<file path="src/rtl/ps2_tx_pkg.sv">
// Shared types and constants for the multi-channel PS/2 device-side transmitter.
package ps2_tx_pkg;

   localparam int unsigned FRAME_LEN  = 11;
   localparam int unsigned SYNC_DEPTH = 2;

   typedef enum logic [3:0] {
      IDLE    = 4'd0,
      START   = 4'd1,
      D0      = 4'd2,
      D1      = 4'd3,
      D2      = 4'd4,
      D3      = 4'd5,
      D4      = 4'd6,
      D5      = 4'd7,
      D6      = 4'd8,
      D7      = 4'd9,
      PAR     = 4'd10,
      STOP    = 4'd11,
      INHIBIT = 4'd12
   } state_t;

   // States in which a host pull-down aborts the frame (STOP is allowed to finish)
   function automatic logic abortable(input state_t s);
      return (s >= START) && (s <= PAR);
   endfunction

endpackage

</file>
<file path="src/rtl/ps2_tx_lane.sv">
// One PS/2 transmit lane: byte FIFO, clock-line synchroniser, framing FSM.
// Optional drop/retransmit counters under PS2_TX_STATS_EN.
module ps2_tx_lane
   import ps2_tx_pkg::*;
#(
   parameter int unsigned FIFO_BITS = 3
) (
   input  logic       clk_sys,
   input  logic       reset,
   input  logic       tick,
   input  logic       phase,
   input  logic       wr_en,
   input  logic [7:0] wr_data,
   input  logic       ovf_clear,
   input  logic       ps2_clk_in,
   output logic       ps2_clk,
   output logic       ps2_data,
   output logic       fifo_full,
   output logic       overflow,
   output logic       busy
`ifdef PS2_TX_STATS_EN
   ,
   output logic [7:0] drop_cnt,
   output logic [7:0] retx_cnt
`endif
);

   localparam int unsigned DEPTH = 2**FIFO_BITS;

   logic [7:0]            mem [DEPTH];
   logic [FIFO_BITS-1:0]  wptr, rptr;
   logic [SYNC_DEPTH-1:0] sync;
   logic                  empty, full, push, drop, pop;
   logic                  clk_hi, host_low, abort, start_ok;
   state_t                state, state_n;
   logic [7:0]            shift, shift_n;
   logic                  parity, parity_n, data_n;

   assign empty    = (wptr == rptr);
   assign full     = (FIFO_BITS'(wptr + 1'b1) == rptr);
   assign push     = wr_en & ~full;
   assign drop     = wr_en & full;
   assign clk_hi   = sync[SYNC_DEPTH-1];
   assign host_low = ~clk_hi & phase;
   assign abort    = host_low & abortable(state);
   assign start_ok = ~empty & ~host_low;

   assign ps2_clk   = phase | (state == IDLE) | (state == INHIBIT);
   assign busy      = (state != IDLE) | ~empty;
   assign fifo_full = full;

   always_ff @(posedge clk_sys or posedge reset) begin
      if (reset) sync <= '1;
      else       sync <= {sync[SYNC_DEPTH-2:0], ps2_clk_in};
   end

   always_ff @(posedge clk_sys) begin
      if (push) mem[wptr] <= wr_data;
   end

   always_ff @(posedge clk_sys or posedge reset) begin
      if (reset) begin
         wptr     <= '0;
         rptr     <= '0;
         overflow <= 1'b0;
      end else begin
         wptr     <= wptr + FIFO_BITS'(push);
         rptr     <= rptr + FIFO_BITS'(pop);
         overflow <= drop | (overflow & ~ovf_clear);
      end
   end

   // State register, with the serialiser datapath that follows it
   always_ff @(posedge clk_sys or posedge reset) begin
      if (reset) begin
         state    <= IDLE;
         shift    <= '0;
         parity   <= 1'b0;
         ps2_data <= 1'b1;
      end else begin
         state    <= state_n;
         shift    <= shift_n;
         parity   <= parity_n;
         ps2_data <= data_n;
      end
   end

   // Next state: abort is checked every cycle, everything else waits for tick
   always_comb begin
      state_n = state;
      if (abort) begin
         state_n = INHIBIT;
      end else if (tick) begin
         case (state)
            IDLE:    if (start_ok) state_n = START;
            START, D0, D1, D2, D3, D4, D5, D6, D7, PAR:
                     state_n = state_t'(state + 4'd1);
            STOP:    state_n = IDLE;
            INHIBIT: if (clk_hi) state_n = IDLE;
            default: state_n = IDLE;
         endcase
      end
   end

   // Outputs: the line value for the state being entered, and the pop at frame end
   always_comb begin
      shift_n  = shift;
      parity_n = parity;
      data_n   = ps2_data;
      pop      = 1'b0;
      if (abort) begin
         data_n = 1'b1;
      end else if (tick) begin
         case (state)
            IDLE: if (start_ok) begin
               shift_n  = mem[rptr];
               parity_n = 1'b1;
               data_n   = 1'b0;
            end
            START, D0, D1, D2, D3, D4, D5, D6: begin
               data_n   = shift[0];
               shift_n  = {1'b0, shift[7:1]};
               parity_n = parity ^ shift[0];
            end
            D7:   data_n = parity;
            PAR:  data_n = 1'b1;
            STOP: begin
               data_n = 1'b1;
               pop    = 1'b1;
            end
            default: ;
         endcase
      end
   end

`ifdef PS2_TX_STATS_EN
   always_ff @(posedge clk_sys or posedge reset) begin
      if (reset) begin
         drop_cnt <= '0;
         retx_cnt <= '0;
      end else begin
         if (drop) drop_cnt <= ovf_clear ? 8'd1 : ((drop_cnt == 8'hFF) ? drop_cnt : drop_cnt + 8'd1);
         else if (ovf_clear) drop_cnt <= '0;
         if (abort && (retx_cnt != 8'hFF)) retx_cnt <= retx_cnt + 8'd1;
      end
   end
`endif

endmodule

</file>
<file path="src/rtl/ps2_tx_multi.sv">
// Multi-channel PS/2 transmitter: shared clock divider, write decode, CHANNELS lanes.
// Define PS2_TX_STATS_EN to add the drop_cnt / retx_cnt counter outputs.
module ps2_tx_multi
   import ps2_tx_pkg::*;
#(
   parameter int unsigned CHANNELS  = 2,
   parameter int unsigned FIFO_BITS = 3,
   parameter int unsigned PS2DIV    = 100
) (
   input  logic                  clk_sys,
   input  logic                  reset,
   input  logic                  wr_strobe,
   input  logic [2:0]            wr_chan,
   input  logic [7:0]            wr_data,
   input  logic                  ovf_clear,
   input  logic [CHANNELS-1:0]   ps2_clk_in,
   output logic [CHANNELS-1:0]   ps2_clk,
   output logic [CHANNELS-1:0]   ps2_data,
   output logic [CHANNELS-1:0]   fifo_full,
   output logic [CHANNELS-1:0]   overflow,
   output logic [CHANNELS-1:0]   busy
`ifdef PS2_TX_STATS_EN
   ,
   output logic [CHANNELS*8-1:0] drop_cnt,
   output logic [CHANNELS*8-1:0] retx_cnt
`endif
);

   localparam int unsigned DIV_W = (PS2DIV > 0) ? $clog2(PS2DIV + 1) : 1;

   logic [DIV_W-1:0] div_cnt;
   logic             phase, tick;

   // tick is high for the first clk_sys cycle of each high phase
   always_ff @(posedge clk_sys or posedge reset) begin
      if (reset) begin
         div_cnt <= '0;
         phase   <= 1'b0;
         tick    <= 1'b0;
      end else begin
         tick <= 1'b0;
         if (div_cnt == DIV_W'(PS2DIV)) begin
            div_cnt <= '0;
            phase   <= ~phase;
            tick    <= ~phase;
         end else begin
            div_cnt <= div_cnt + 1'b1;
         end
      end
   end

   for (genvar i = 0; i < CHANNELS; i++) begin : g_lane
      ps2_tx_lane #(.FIFO_BITS(FIFO_BITS)) u_lane (
         .clk_sys    (clk_sys),
         .reset      (reset),
         .tick       (tick),
         .phase      (phase),
         .wr_en      (wr_strobe && (wr_chan == 3'(i))),
         .wr_data    (wr_data),
         .ovf_clear  (ovf_clear),
         .ps2_clk_in (ps2_clk_in[i]),
         .ps2_clk    (ps2_clk[i]),
         .ps2_data   (ps2_data[i]),
         .fifo_full  (fifo_full[i]),
         .overflow   (overflow[i]),
         .busy       (busy[i])
`ifdef PS2_TX_STATS_EN
         ,
         .drop_cnt   (drop_cnt[i*8 +: 8]),
         .retx_cnt   (retx_cnt[i*8 +: 8])
`endif
      );
   end

endmodule

</file>
<file path="config.mk">
export PLATFORM = sky130hd
export DESIGN_NAME = ps2_tx_multi
export DESIGN_NICKNAME = d
export VERILOG_FILES = /design/src/rtl/ps2_tx_pkg.sv /design/src/rtl/ps2_tx_lane.sv /design/src/rtl/ps2_tx_multi.sv
export SDC_FILE = /design/constraint.sdc
export NUM_CORES = 1
export LEC_CHECK = 0
export ABC_CLOCK_PERIOD_IN_PS = 4300
export CORE_ASPECT_RATIO = 2
export CORE_UTILIZATION = 40
export CTS_BUF_LIST = sky130_fd_sc_hd__clkbuf_8
export CTS_CLUSTER_DIAMETER = 200
export DETAILED_ROUTE_END_ITERATION = 12
export GPL_TIMING_DRIVEN = 0
export SYNTH_ARGS = -nofsm -noshare
export SYNTH_HDL_FRONTEND = slang
export SYNTH_SLANG_ARGS = --single-unit
</file>
<file path="constraint.sdc">
create_clock -name clk_sys -period 4.3 [get_ports clk_sys]
set_clock_uncertainty 0.15 [all_clocks]
set_input_delay 1.075 -clock clk_sys [delete_from_list [all_inputs] [get_ports clk_sys]]
set_output_delay 1.075 -clock clk_sys [all_outputs]
set_load 0.03 [all_outputs]
</file>
==> results.tsv <==
stage	metric	value	unit
clocking	Longest Clk Path Bufs	2	
timing	TNS Setup	0	ns
clocking	Clock Tree Root	clkbuf_8	
grt	vias in the first global route	4683	
die	Die Y	204.2	um
cells_and_area	nets@finish	613	
worst_hold_path	hold crit path type	reg -> reg	
worst_setup_path	CP most frequent cell	inv_1	
drt	vias per inst	5.328	
yosys	Post-synth EDFFs	128	
timing	hold violation total from the final report	0	
power	leakage power	3.341	nW
worst_hold_path	hold path cells	0	
grt	largest net degree at the start of global routing	37	
clocking	clock sinks	183	
worst_setup_path	worst-path fanout max	10	
grt	total grt overflow	0	
power	power per cell area	382.7	nW/um2
timing	Final Slew Violations	0	
drt	Routed Antenna Nets	0	
clocking	H-tree levels	4	
yosys	Mapped Area	8174	um2
timing	unrepaired setup endpoints after global routing	no	
yosys	main area contributors after synthesis	edfxtp_1 (47%), dfrtp_1 (15%), mux4_2 (7.2%)	
timing	f_max	243.8	MHz
power	peak supply drop	0.0001704	V
drt	Iteration-0 DRC Markers	163	
worst_setup_path	Top Family by Delay on Critical Path	buffers and inverters	
timing	Slew @ Worst Pin	1.381	ns
worst_setup_path	crit-path cells	inv_1 > ha_1 > buf_6 > or3b_1 > and4b_4 > inv_1 > buf_4 > clkdlybuf4s50_1	
drt	DRC	0	
yosys	Synth cell types	66	
drt	final wirelength	15570	um
worst_setup_path	sum of buffers and inverters on the critical path	5	
yosys	Yosys top cell area share	0.4702	
yosys	syn avg cell area	15.60	um2
die	Initial Utilization	0.4105	
drt	wire per inst	18.36	um
cells_and_area	share of cells above drive strength 1	0.2116	
yosys	Mapped Nets	562	
yosys	leading area contributor after synthesis	edfxtp_1	
worst_setup_path	Crit Path Class	reg -> out	
drt	vias post-DR	4518	
worst_hold_path	worst hold endpoint	g_lane[1].u_lane.sync[1]$_DFF_PP1_	
worst_setup_path	FF-to-FF End	g_lane[1].u_lane.mem[3][3]$_DFFE_PP_	
die	Ports	27	
clocking	TritonCTS Buffers	17	
worst_setup_path	Req. time, crit path	3.07	ns
yosys	Async SR Flop Fraction	0.3005	
die	std cell rows	73	
worst_hold_path	HP Start	g_lane[1].u_lane.sync[0]$_DFF_PP1_	
worst_setup_path	reg2reg setup slack	0.92	ns
yosys	warnings from Yosys	0	
place	routability congestion estimate	0.8145	
cells_and_area	area grow syn2layout	12.12	%
place	Placed Instances	813	
yosys	Synth Flop Type	edfxtp_1	
cells_and_area	Antenna Cells	0	
cells_and_area	Final Util	0.4603	
worst_setup_path	Worst EP arrival	2.88	ns
timing	final cycle utilization of the critical path	0.9540	
job	maxcap violations	0	
die	chip width	103.1	um
timing	Slew HR	0.07762	
worst_setup_path	Worst Reg-to-Reg Cells	5	
clocking	CTS tree	built	
timing	Fin Hold WS	0.2129	ns
status	status	complete, no violations	
grt	initial antenna violation count	0	
cells_and_area	fin cells	848	
place	Detailed Place HPWL	11010	um
worst_setup_path	slowest stage delay, CP	0.58	ns
grt	first-pass GRT wire length	24630	um
yosys	Synth Register Bits	183	
worst_setup_path	CP Launch Type	register	
clocking	Skew-Pair Late Insertion Delay	0.46	ns
drt	drt first pass iters	4	
timing	final setup violating endpoints	0	
die	Core Region	19910	um2
worst_setup_path	Critical Path End Type	output port	
yosys	Mapped Cells	524	
die	Die ar.	21050	um2
place	quantity of I/O buffers inserted on ports	26	
worst_setup_path	R2R Path Start	g_lane[1].u_lane.rptr[0]$_DFF_PP0_	
worst_setup_path	CP max stage cell	clkdlybuf4s50_1	
yosys	Seq/Total Area, Yosys	0.6395	
timing	Tmin final	4.102	ns
clocking	Reg clk slew, reported paths	0.09	ns
grt	GR Util All Layers	0.1615	
==> per-stage QoR <==
stage	setup WS [ns]	total power, mW	area, um2
after floorplan	1.183	2.362	8174
after global placement	0.1006	2.494	8762
after detailed placement	0.04570	2.518	8782
after CTS	0.04346	3.497	9102
after global routing	0.05872	3.653	9165
final	0.1976	3.507	9165
==> final cells by class <==
cell class,count,area [um2]
fill,1822,10750
sequential,183,5228
multi-input combinational,294,2686
tap,262,327.8
timing repair buffer,32,320.3
clock buffer,17,234.0
buffer,32,226.5
clock inverter,13,86.33
inverter,15,56.30
==> where the power goes <==
group | switching (mW) | total [mW] | internal [mW]
sequential | 0.0318 | 1.98 | 1.95
combinational | 0.302 | 0.548 | 0.247
clock | 0.595 | 0.981 | 0.387
==> how the worst max path moves through the flow <==
stage                     cells past startpoint  slack, ns                                    to                                   from
after floorplan                               5       1.18  g_lane[0].u_lane.mem[0][0]$_DFFE_PP_                             wr_chan[1]
after CTS                                     7       0.04                               busy[1]  g_lane[1].u_lane.state[0]$_DFFE_PP0P_
after global placement                        6       0.10  g_lane[0].u_lane.mem[0][7]$_DFFE_PP_                             wr_chan[1]
after global routing                          8       0.06                               busy[0]  g_lane[0].u_lane.state[0]$_DFFE_PP0P_
final                                         8       0.20                               busy[0]  g_lane[0].u_lane.state[0]$_DFFE_PP0P_
after detailed placement                      6       0.05  g_lane[0].u_lane.mem[0][6]$_DFFE_PP_                             wr_chan[1]
==> state kept, by name, indices dropped and copies added, names as in the netlist <==
register and count:
g_lane.u_lane.mem 128, g_lane.u_lane.shift 16, g_lane.u_lane.state 8, div_cnt 7, g_lane.u_lane.rptr 6, g_lane.u_lane.wptr 6
g_lane.u_lane.sync 4, g_lane.u_lane.overflow 2, g_lane.u_lane.parity 2, g_lane.u_lane.ps2_data 2, phase 1, tick 1
==> timing repair <==
item	in CTS	in global routing
hold buffers	0	0
setup endpoints to repair	1	1
buffers inserted	0	5
resized for setup	0	2
pin swaps	1	1
==> synth_stat cells (13+ instances only) <==
| library cell | instances |
|---|---|
| edfxtp_1 | 128 |
| nor2_1 | 33 |
| mux4_2 | 26 |
| inv_1 | 15 |
| mux2_2 | 16 |
| xor2_1 | 13 |
| nand2_1 | 19 |
| a21oi_1 | 21 |
| o21ai_0 | 13 |
| mux2i_1 | 18 |
| ha_1 | 21 |
| dfrtp_1 | 49 |
==> routing by layer <==
metal | share of wire | GRT usage | up-vias
met5 | 0 | 0 | -
met4 | 0.020 | 0.06087 | 0
met3 | 0.026 | 0.03557 | 20
met2 | 0.57 | 0.2988 | 78
met1 | 0.38 | 0.1740 | 2325
li1 | - | - | 2095
==> kinds of logic after synthesis <==
group	Yosys count	share of synthesized area
mux	66	0.1350
compound gates	66	0.05312
xor+xnor	21	0.02342
buf+inv	47	0.03459
flops	183	0.6395
simple gates	120	0.08220
fa+ha+maj	21	0.03214
==> cells in the final DEF, fill, tap and decap left out, types with 5 or more instances in the layout <==
cell	count
dfrtp_1	49
dfstp_2	6
inv_1	15
clkbuf_8	19
nor3_1	9
clkinvlp_4	5
nor2_1	33
mux2i_1	18
buf_2	6
mux4_2	26
a21oi_1	21
nand3_1	9
mux4_1	6
nand2_1	19
nor3b_1	6
clkdlybuf4s50_1	25
edfxtp_1	128
o21ai_0	13
mux2_2	16
nand2b_1	5
buf_4	17
xor2_1	13
xnor2_1	7
clkbuf_1	7
ha_1	20
Note: power is estimated with default switching activity, not from simulation.
